**src/rtl/sliding_window_agg.sv**
```systemverilog
`default_nettype none
// ============================================================================
//  Module   : sliding_window_agg
//  Purpose  : Event-driven sliding-window aggregator. Signed samples are
//             folded into a ring of NUM_BUCKETS time buckets, one bucket per
//             period of PERIOD_CYCLES enabled cycles. At every period tick the
//             aggregate (sum / count / max / min) over the whole ring is
//             registered out, the ring advances and the oldest bucket is
//             cleared to the identity value.
//  Ports    : clk        - system clock, rising edge
//             rst        - asynchronous active-high reset
//             en         - global enable; low holds all state
//             data_in    - signed sample
//             data_valid - sample present this cycle
//             win_out    - registered window aggregate (signed)
//             win_valid  - one-cycle pulse, win_out updated
//             win_full   - NUM_BUCKETS periods completed since reset
//             bucket_idx - index of the bucket currently accumulating
//  Revision : 1.0 - initial release
// ============================================================================
module sliding_window_agg #(
  parameter int DATA_W        = 64,
  parameter int NUM_BUCKETS   = 2,
  parameter int PERIOD_CYCLES = 10,
  parameter int MODE          = 0,
  localparam int IDX_W        = (NUM_BUCKETS > 1) ? $clog2(NUM_BUCKETS) : 1
) (
  input  logic              clk,
  input  logic              rst,
  input  logic              en,
  input  logic [DATA_W-1:0] data_in,
  input  logic              data_valid,
  output logic [DATA_W-1:0] win_out,
  output logic              win_valid,
  output logic              win_full,
  output logic [IDX_W-1:0]  bucket_idx
);

  localparam int c_TMR_W  = $clog2(PERIOD_CYCLES);
  localparam int c_FILL_W = $clog2(NUM_BUCKETS + 1);

  localparam logic [c_TMR_W-1:0]  c_TMR_LAST  = c_TMR_W'(PERIOD_CYCLES - 1);
  localparam logic [IDX_W-1:0]    c_IDX_LAST  = IDX_W'(NUM_BUCKETS - 1);
  localparam logic [c_FILL_W-1:0] c_FILL_FULL = c_FILL_W'(NUM_BUCKETS);

  // Identity element of the selected reduction: most negative value for max,
  // most positive value for min, zero for sum and count.
  localparam logic [DATA_W-1:0] c_IDENT =
      (MODE == 2) ? {1'b1, {(DATA_W-1){1'b0}}} :
      (MODE == 3) ? {1'b0, {(DATA_W-1){1'b1}}} :
                    {DATA_W{1'b0}};

  // Combines two partial aggregates (bucket-to-bucket). Count buckets hold
  // counts, so they combine by addition just like sum buckets.
  function automatic logic [DATA_W-1:0] f_comb(input logic [DATA_W-1:0] a,
                                               input logic [DATA_W-1:0] b);
    logic [DATA_W-1:0] r;
    case (MODE)
      2:       r = ($signed(b) > $signed(a)) ? b : a;
      3:       r = ($signed(b) < $signed(a)) ? b : a;
      default: r = a + b;
    endcase
    return r;
  endfunction

  // Folds one raw sample into a bucket. Count ignores the sample value.
  function automatic logic [DATA_W-1:0] f_op(input logic [DATA_W-1:0] acc,
                                             input logic [DATA_W-1:0] smp);
    logic [DATA_W-1:0] r;
    if (MODE == 1) r = acc + DATA_W'(1);
    else           r = f_comb(acc, smp);
    return r;
  endfunction

  logic [DATA_W-1:0]   r_bucket [NUM_BUCKETS];
  logic [c_TMR_W-1:0]  r_tmr;
  logic [IDX_W-1:0]    r_idx;
  logic [c_FILL_W-1:0] r_fill;
  logic [DATA_W-1:0]   r_win_out;
  logic                r_win_valid;

  logic                w_tick;
  logic                w_sample;
  logic [IDX_W-1:0]    w_idx_nxt;
  logic [c_FILL_W-1:0] w_fill_nxt;
  logic [DATA_W-1:0]   w_cur_old;
  logic [DATA_W-1:0]   w_cur_new;
  logic [DATA_W-1:0]   w_agg;

  assign w_tick     = en && (r_tmr == c_TMR_LAST);
  assign w_sample   = en && data_valid;
  assign w_idx_nxt  = (r_idx == c_IDX_LAST) ? '0 : r_idx + 1'b1;
  assign w_fill_nxt = (r_fill == c_FILL_FULL) ? r_fill : r_fill + 1'b1;

  // Current bucket read through a compare-select so the index never has to
  // address beyond the ring when NUM_BUCKETS is not a power of two.
  always_comb begin
    w_cur_old = c_IDENT;
    for (int i = 0; i < NUM_BUCKETS; i++) begin
      if (IDX_W'(i) == r_idx) w_cur_old = r_bucket[i];
    end
  end

  assign w_cur_new = w_sample ? f_op(w_cur_old, data_in) : w_cur_old;

  // Window reduction. The current bucket enters with this cycle's sample
  // already folded in, so an event on the tick cycle lands in the closing
  // period.
  always_comb begin
    w_agg = c_IDENT;
    for (int i = 0; i < NUM_BUCKETS; i++) begin
      w_agg = f_comb(w_agg, (IDX_W'(i) == r_idx) ? w_cur_new : r_bucket[i]);
    end
  end

  always_ff @(posedge clk or posedge rst) begin
    if (rst) begin
      for (int i = 0; i < NUM_BUCKETS; i++) r_bucket[i] <= c_IDENT;
      r_tmr       <= '0;
      r_idx       <= '0;
      r_fill      <= '0;
      r_win_out   <= '0;
      r_win_valid <= 1'b0;
    end else begin
      r_win_valid <= 1'b0;
      if (en) begin
        r_tmr <= w_tick ? '0 : r_tmr + 1'b1;
        // Eviction wins over accumulation: with a single bucket the closing
        // and the newly opened bucket are the same storage.
        for (int i = 0; i < NUM_BUCKETS; i++) begin
          if (w_tick && (IDX_W'(i) == w_idx_nxt))
            r_bucket[i] <= c_IDENT;
          else if (IDX_W'(i) == r_idx)
            r_bucket[i] <= w_cur_new;
        end
        if (w_tick) begin
          r_idx       <= w_idx_nxt;
          r_win_out   <= w_agg;
          r_win_valid <= 1'b1;
          r_fill      <= w_fill_nxt;
        end
      end
    end
  end

  assign win_out    = r_win_out;
  // A pending pulse is suppressed while the block is disabled.
  assign win_valid  = r_win_valid && en;
  assign win_full   = (r_fill == c_FILL_FULL);
  assign bucket_idx = r_idx;

endmodule
`default_nettype wire

```
**config.mk**
```make
export PLATFORM = sky130hd
export DESIGN_NAME = sliding_window_agg
export DESIGN_NICKNAME = d
export VERILOG_FILES = /design/src/rtl/sliding_window_agg.sv
export SDC_FILE = /design/constraint.sdc
export NUM_CORES = 1
export LEC_CHECK = 0
export ABC_AREA = 0
export CORE_MARGIN = 8
export CORE_UTILIZATION = 30
export CTS_CLUSTER_DIAMETER = 100
export DETAILED_ROUTE_END_ITERATION = 8
export PLACE_DENSITY = 0.55
export SLEW_MARGIN = 20
export SYNTH_ARGS = -nofsm -noshare
export SYNTH_HDL_FRONTEND = slang
export SYNTH_SLANG_ARGS = --single-unit
```
**constraint.sdc**
```tcl
create_clock -name clk -period 14.3 [get_ports clk]
set_input_delay 2.86 -clock clk [delete_from_list [all_inputs] [get_ports clk]]
set_output_delay 2.86 -clock clk [all_outputs]
set_load 0.005 [all_outputs]
```
# --- Word-level counts from Yosys, hierarchy flattened ---
# Index checks and enable logic that the tools add are counted.
# W data, S select, Z words.
word_totals:
  ff_bits: 200
  latchBits: 0
  ramBits: 0
  rom_bits: 0
  output_inout_bits: 67
  memories: 0
op_classes:
  addsub: 5
  multipliers: 0
  div_mod_pow: 0
  n_lt_le_gt_ge: 0
  n_eq_ne: 2
  shifts: 0
  muxes: 10
  bitwise: 2
  reduce_logical: 7
op_table:
  columns: ["cell", "count"]
  rows:
  - ["$mux W64", 6]
  - ["$add A64 B64 Y64", 2]
  - ["$logic_and A1 B1 Y1", 5]
  - ["$add A4 B1 Y4 const B", 1]
  - ["$eq A4 B4 Y1 const B", 1]
  - ["$mux W4", 1]
  - ["$mux W1", 3]
  - ["$reduce_and A3 Y1", 1]
  - ["$add A2 B1 Y2 const B", 1]
  - ["$eq A2 B2 Y1 const B", 1]
  - ["$not A1 Y1", 2]
  - ["$reduce_and A2 Y1", 1]
  - ["$add A1 B1 Y1 const B", 1]

# --- Depth between registers and ports, before layout ---
depth:
  word_depth: 5
  mapped_depth: 36
  ltp_nobuf: 30

# --- Least setup slack after synthesis ---
# No wires, ideal clock.
synth_path:
  path_type: "input-to-reg"
  start: "input port data_in[0]"
  end: "register r_win_out[63] (netlist: win_out[63])"
  setup_ps: 95
  t_arrival_ps: 8370
  required_time_ps: 14205
  path_slack_ps: 5835
  cell_stages: 28
  path_buffers: 1
  cell_sequence: "ha_1 -> inv_1 -> fa_1 -> nand2b_1 -> a21o_1 -> a2111o_1 -> nand3_1 -> a21oi_1 -> o21ai_0 -> xnor2_1 -> a21oi_1 -> mux2_2 -> ha_1 -> clkbuf_1 -> nand4_1 -> nor2_1 -> o21ai_0 -> o211ai_1 -> o21a_1 -> a41oi_1 -> o41ai_1 -> a41oi_1 -> o31ai_1 -> a21oi_1 -> nor4b_2 -> o2111ai_1 -> and4_1 -> o31ai_1"
synth_via:
  elab_chain_cells: 4
  word_cells_on_any_way: 5
  classes_between: "add/sub (2); mux (3)"
synth_lines:
  columns: ["item", "line_no", "rtl"]
  rows:
  - ["from (decl)", "31", "input logic [DATA_W-1:0] data_in,"]
  - ["$add A64 B64 Y64 *", "61", "default: r = a + b;"]
  - ["$mux W64 *", "104", "assign w_cur_new = w_sample ? f_op(w_cur_old, data_in) : w_cur_old;"]
  - ["$mux W64", null, null]
  - ["$add A64 B64 Y64 *", "61", null]
  - ["to (signal assigned)", "138", "r_win_out <= w_agg;"]
  - ["to (decl)", "79", "logic [DATA_W-1:0] r_win_out;"]
# Mark *: on every way between the ends. The rest lies on a longest branch, timed or not.
# A chain may end at the register's enable or synchronous reset.

# --- Final worst setup path ---
# Ends and elaborated chain as after synthesis.

==> flow_summary_export.csv <==
group,metric,value,unit
min_path,whs_path_depth,2,
synth,synth_top_area_frac,0.271,
synth,synth_edf_count,0,
sta,setup_tns,0,ns
sta,max_freq,96.4,MHz
setup_path,rr_startpoint,"bucket_idx",
synth,synth_area_per_cell,7.99,um^2
setup_path,cpMaxStageDelayCell,"a2111oi_0",
clock_network,cts_resized,0,
drt,detail-route-antenna-nets,0,
placement,dp_hpwl,48000,um
global_route,grt_max_degree,75,
sta,fin_crit_sh,0.726,
setup_path,cpMostUsedCell,"a21oi_1",
clock_network,h-tree-depth,4,
pwr,p_leak,8.90,nW
setup_path,cp-start-kind,"input port",
setup_path,end_kind,"flip-flop",
setup_path,crit_family,"compound AO/OA/AOI/OAI gates",
drt,remaining_drc_errors,0,
synth,async_reset_ff_frac,1.00,
synth,synth_fa_ha_area_frac,0.0896,
sta,fin_skew,0.0166,ns
placement,place.gp.congestion,0.921,
setup_path,cp_slowest_stage_delay,0.98,ns
min_path,hp-class,"flip-flop to flip-flop",
setup_path,critPathKind,"input port to flip-flop",
drt,vias_per_cell,5.70,
finish,final_nets,2540,
setup_path,r2r_slack,5.11,ns
finish,stdcell_count,3145,
sta,worst_slew_pin_slew,1.13,ns
drt,firstDrtPassIters,5,
setup_path,worst-path-buf-inv,2,
sta,slew_viol_final,0,
global_route,grt_pass1_wl,101000,um
synth,synthSimpleGateAreaFrac,0.177,
synth,syn_nets,2509,
placement,place_area,20400,um^2
synth,synth_compound_area_frac,0.299,
floorplanning,core_area,61300,um^2
synth,yosysSeqAreaShare,0.271,
floorplanning,io_pins,135,
synth,synth_warnings,0,
run,cap_violations,0,
setup_path,startpoint,"data_in[0]",
synth,synth.distinct_cells,84,
clock_network,clk_latency,0.52,ns
finish,design_area,21000,um^2
synth,synth_top_family_by_area,"compound AO/OA/AOI/OAI gates",
setup_path,arrival,10.80,ns
synth,ys_seq_elements,200,
setup_path,cp_data_required_time,14.72,ns
finish,layout-drive-gt1-share,0.0739,
pwr,vdd_drop_max,114,uV
floorplanning,num_rows,91,
drt,wire_per_inst,20.6,um
synth,netlist_top_cells_count,"331 x nand2_1, 250 x o21ai_0, 203 x a21oi_1, 200 x dfrtp_1, 129 x ha_1",
floorplanning,die_h,264,um
pwr,pwr-share-clk,0.092,
placement,port_buffers,134,
global_route,grt-ovfl-total,0,
clock_network,cts_buffer_depth,2,
synth,synth-xor-area-share,0.0620,
synth,yosysTopAreaCell,"dfrtp_1",
clock_network,clkTransAtPathRegs,0.08,ns
sta,hold_viol,0,
setup_path,worstSetupEndpoint,"win_out[63]",
pwr,switching_share,0.518,
pwr,seqPwrFrac,0.186,
sta,period_needed,10.38,ns
clock_network,cts_hold_buffers,0,
synth,synth.most_common_cell,"nand2_1",
global_route,track_usage,0.181,
run_status,status,"finished, final reports clean",
synth,syn_area,18500,um^2
synth,synth.mux.area_fraction,0.0600,
pwr,p_sw,0.00289,W
placement,dpl.cell_count,3112,
clock_network,cts_root_buf,"clkbuf_16",
pwr,pwr_density_cell,266,nW/um^2
drt,num_vias,17900,
sta,setup-violations-final,0,
synth,synthCells,2310,
clock_network,postCtsSetupBuffers,0,
drt,drt-total-wl,64700,um
sta,rsz0062_at_grt,"false",
floorplanning,start_util,0.301,
setup_path,crit_cells,28,
global_route,antenna_found_initial,1,
floorplanning,die-area,69700,um^2
sta,maxSlewHeadroom,0.245,
drt,drt_iter0_markers,1454,
floorplanning,die_w,264,um
pwr,comb_power_share,0.722,
global_route,grt_pass1_vias,17600,
setup_path,worstReg2RegEnd,"win_out[63]",
clock_network,cts_tree,"done",
synth,ys.flop_type,"dfrtp_1",
setup_path,path_max_fanout,6,
pwr,power.internal,0.00269,W
finish,final_util,0.343,
clock_network,cts_sinks,200,
finish,areaGrowthSynthToFinish,13.8,%
setup_path,ff2ff_path_depth,30,
synth,synth.area.top_cells,"dfrtp_1 27%, ha_1 8.7%, o21ai_0 6.8%",
clock_network,numCtsBuffers,17,
-- cell type report --
| class | count | area, um^2 |
|---|---|---|
| fillers | 6445 | 40300 |
| multi-input cells | 1911 | 12700 |
| flip-flops and latches | 200 | 5010 |
| repair buffers | 153 | 1480 |
| well taps | 790 | 988 |
| clock buffers | 17 | 425 |
| inverters | 58 | 226 |
| clock inverters | 15 | 141 |
| diodes | 1 | 2.50 |
-- worst min-delay path, cell delays in order, from the launching register on --
cell and delay [ns]:
dfrtp_1 0.35, nand2_1 0.04, o21ai_0 0.06
-- per-layer routing --
layer | global-route usage | up-vias | part of all wire
met4 | 0.0607 | 0 | 0.026
met5 | 0 | - | 0
met1 | 0.236 | 8662 | 0.46
li1 | - | 8619 | -
met3 | 0.0363 | 93 | 0.049
met2 | 0.298 | 542 | 0.47
-- how the worst min path moves through the flow --
stage                             start            end  slack [ns]
after floorplan           r_bucket[126]  r_bucket[126]        0.46
after global placement      win_out[15]    win_out[15]        0.47
after detailed placement     win_out[0]     win_out[0]        0.47
after CTS                   win_out[16]    win_out[16]        0.49
after global routing        win_out[29]    win_out[29]        0.51
final                       win_out[40]    win_out[40]        0.48
-- placed cells by master, fill, tap and decap left out, types with 15 or more instances in the layout --
| cell type | synthesis | final |
|---|---|---|
| nand2_1 | 331 | 330 |
| o21ai_0 | 250 | 250 |
| a21oi_1 | 203 | 201 |
| dfrtp_1 | 200 | 199 |
| clkdlybuf4s50_1 | 0 | 134 |
| ha_1 | 129 | 129 |
| nor2_1 | 128 | 128 |
| a22o_1 | 109 | 109 |
| mux2_2 | 85 | 85 |
| xnor2_1 | 69 | 69 |
| inv_1 | 56 | 54 |
| xor2_1 | 54 | 54 |
| a21o_1 | 46 | 46 |
| nand3_1 | 46 | 46 |
| nand4_1 | 43 | 43 |
| nor3_1 | 24 | 24 |
| o21a_1 | 23 | 23 |
| o21bai_1 | 21 | 21 |
| o31ai_1 | 20 | 20 |
| a31oi_1 | 19 | 19 |
| buf_4 | 1 | 19 |
| and4_1 | 18 | 18 |
| nand2b_1 | 17 | 17 |
| o211ai_1 | 17 | 17 |
| clkbuf_16 | 0 | 17 |
| mux2i_1 | 15 | 15 |
-- state kept, by name, summed over array words and instances, names as in the netlist --
name / cells
r_bucket: 128
win_out: 64
r_tmr: 4
bucket_idx: 1
r_fill: 2
r_win_valid: 1
-- through the flow --
| step | power [W] | setup WS (ns) | hold WS, ns |
|---|---|---|---|
| floorplan | 0.00390 | 5.83 | 0.464 |
| global placement | 0.00496 | 3.78 | 0.466 |
| detailed placement | 0.00502 | 3.64 | 0.468 |
| CTS | 0.00557 | 4.16 | 0.487 |
| global route | 0.00607 | 3.57 | 0.506 |
| finish | 0.00559 | 3.92 | 0.481 |
-- power by group through the flow --
stage / Clock [W] / Combinational [W] / Sequential [W]
after floorplan: 0 / 0.00293 / 0.000968
after global placement: 0 / 0.00393 / 0.00103
after detailed placement: 0 / 0.00398 / 0.00104
after CTS: 0.000531 / 0.00401 / 0.00103
after global routing: 0.000551 / 0.00444 / 0.00108
final: 0.000513 / 0.00404 / 0.00104
-- kinds of logic after synthesis --
group | after synthesis
simple gates | 705
fa+ha+maj | 131
compound gates | 849
buf+inv | 199
xor+xnor | 126
mux | 100
flops | 200
(Power assumes the default switching activity.)
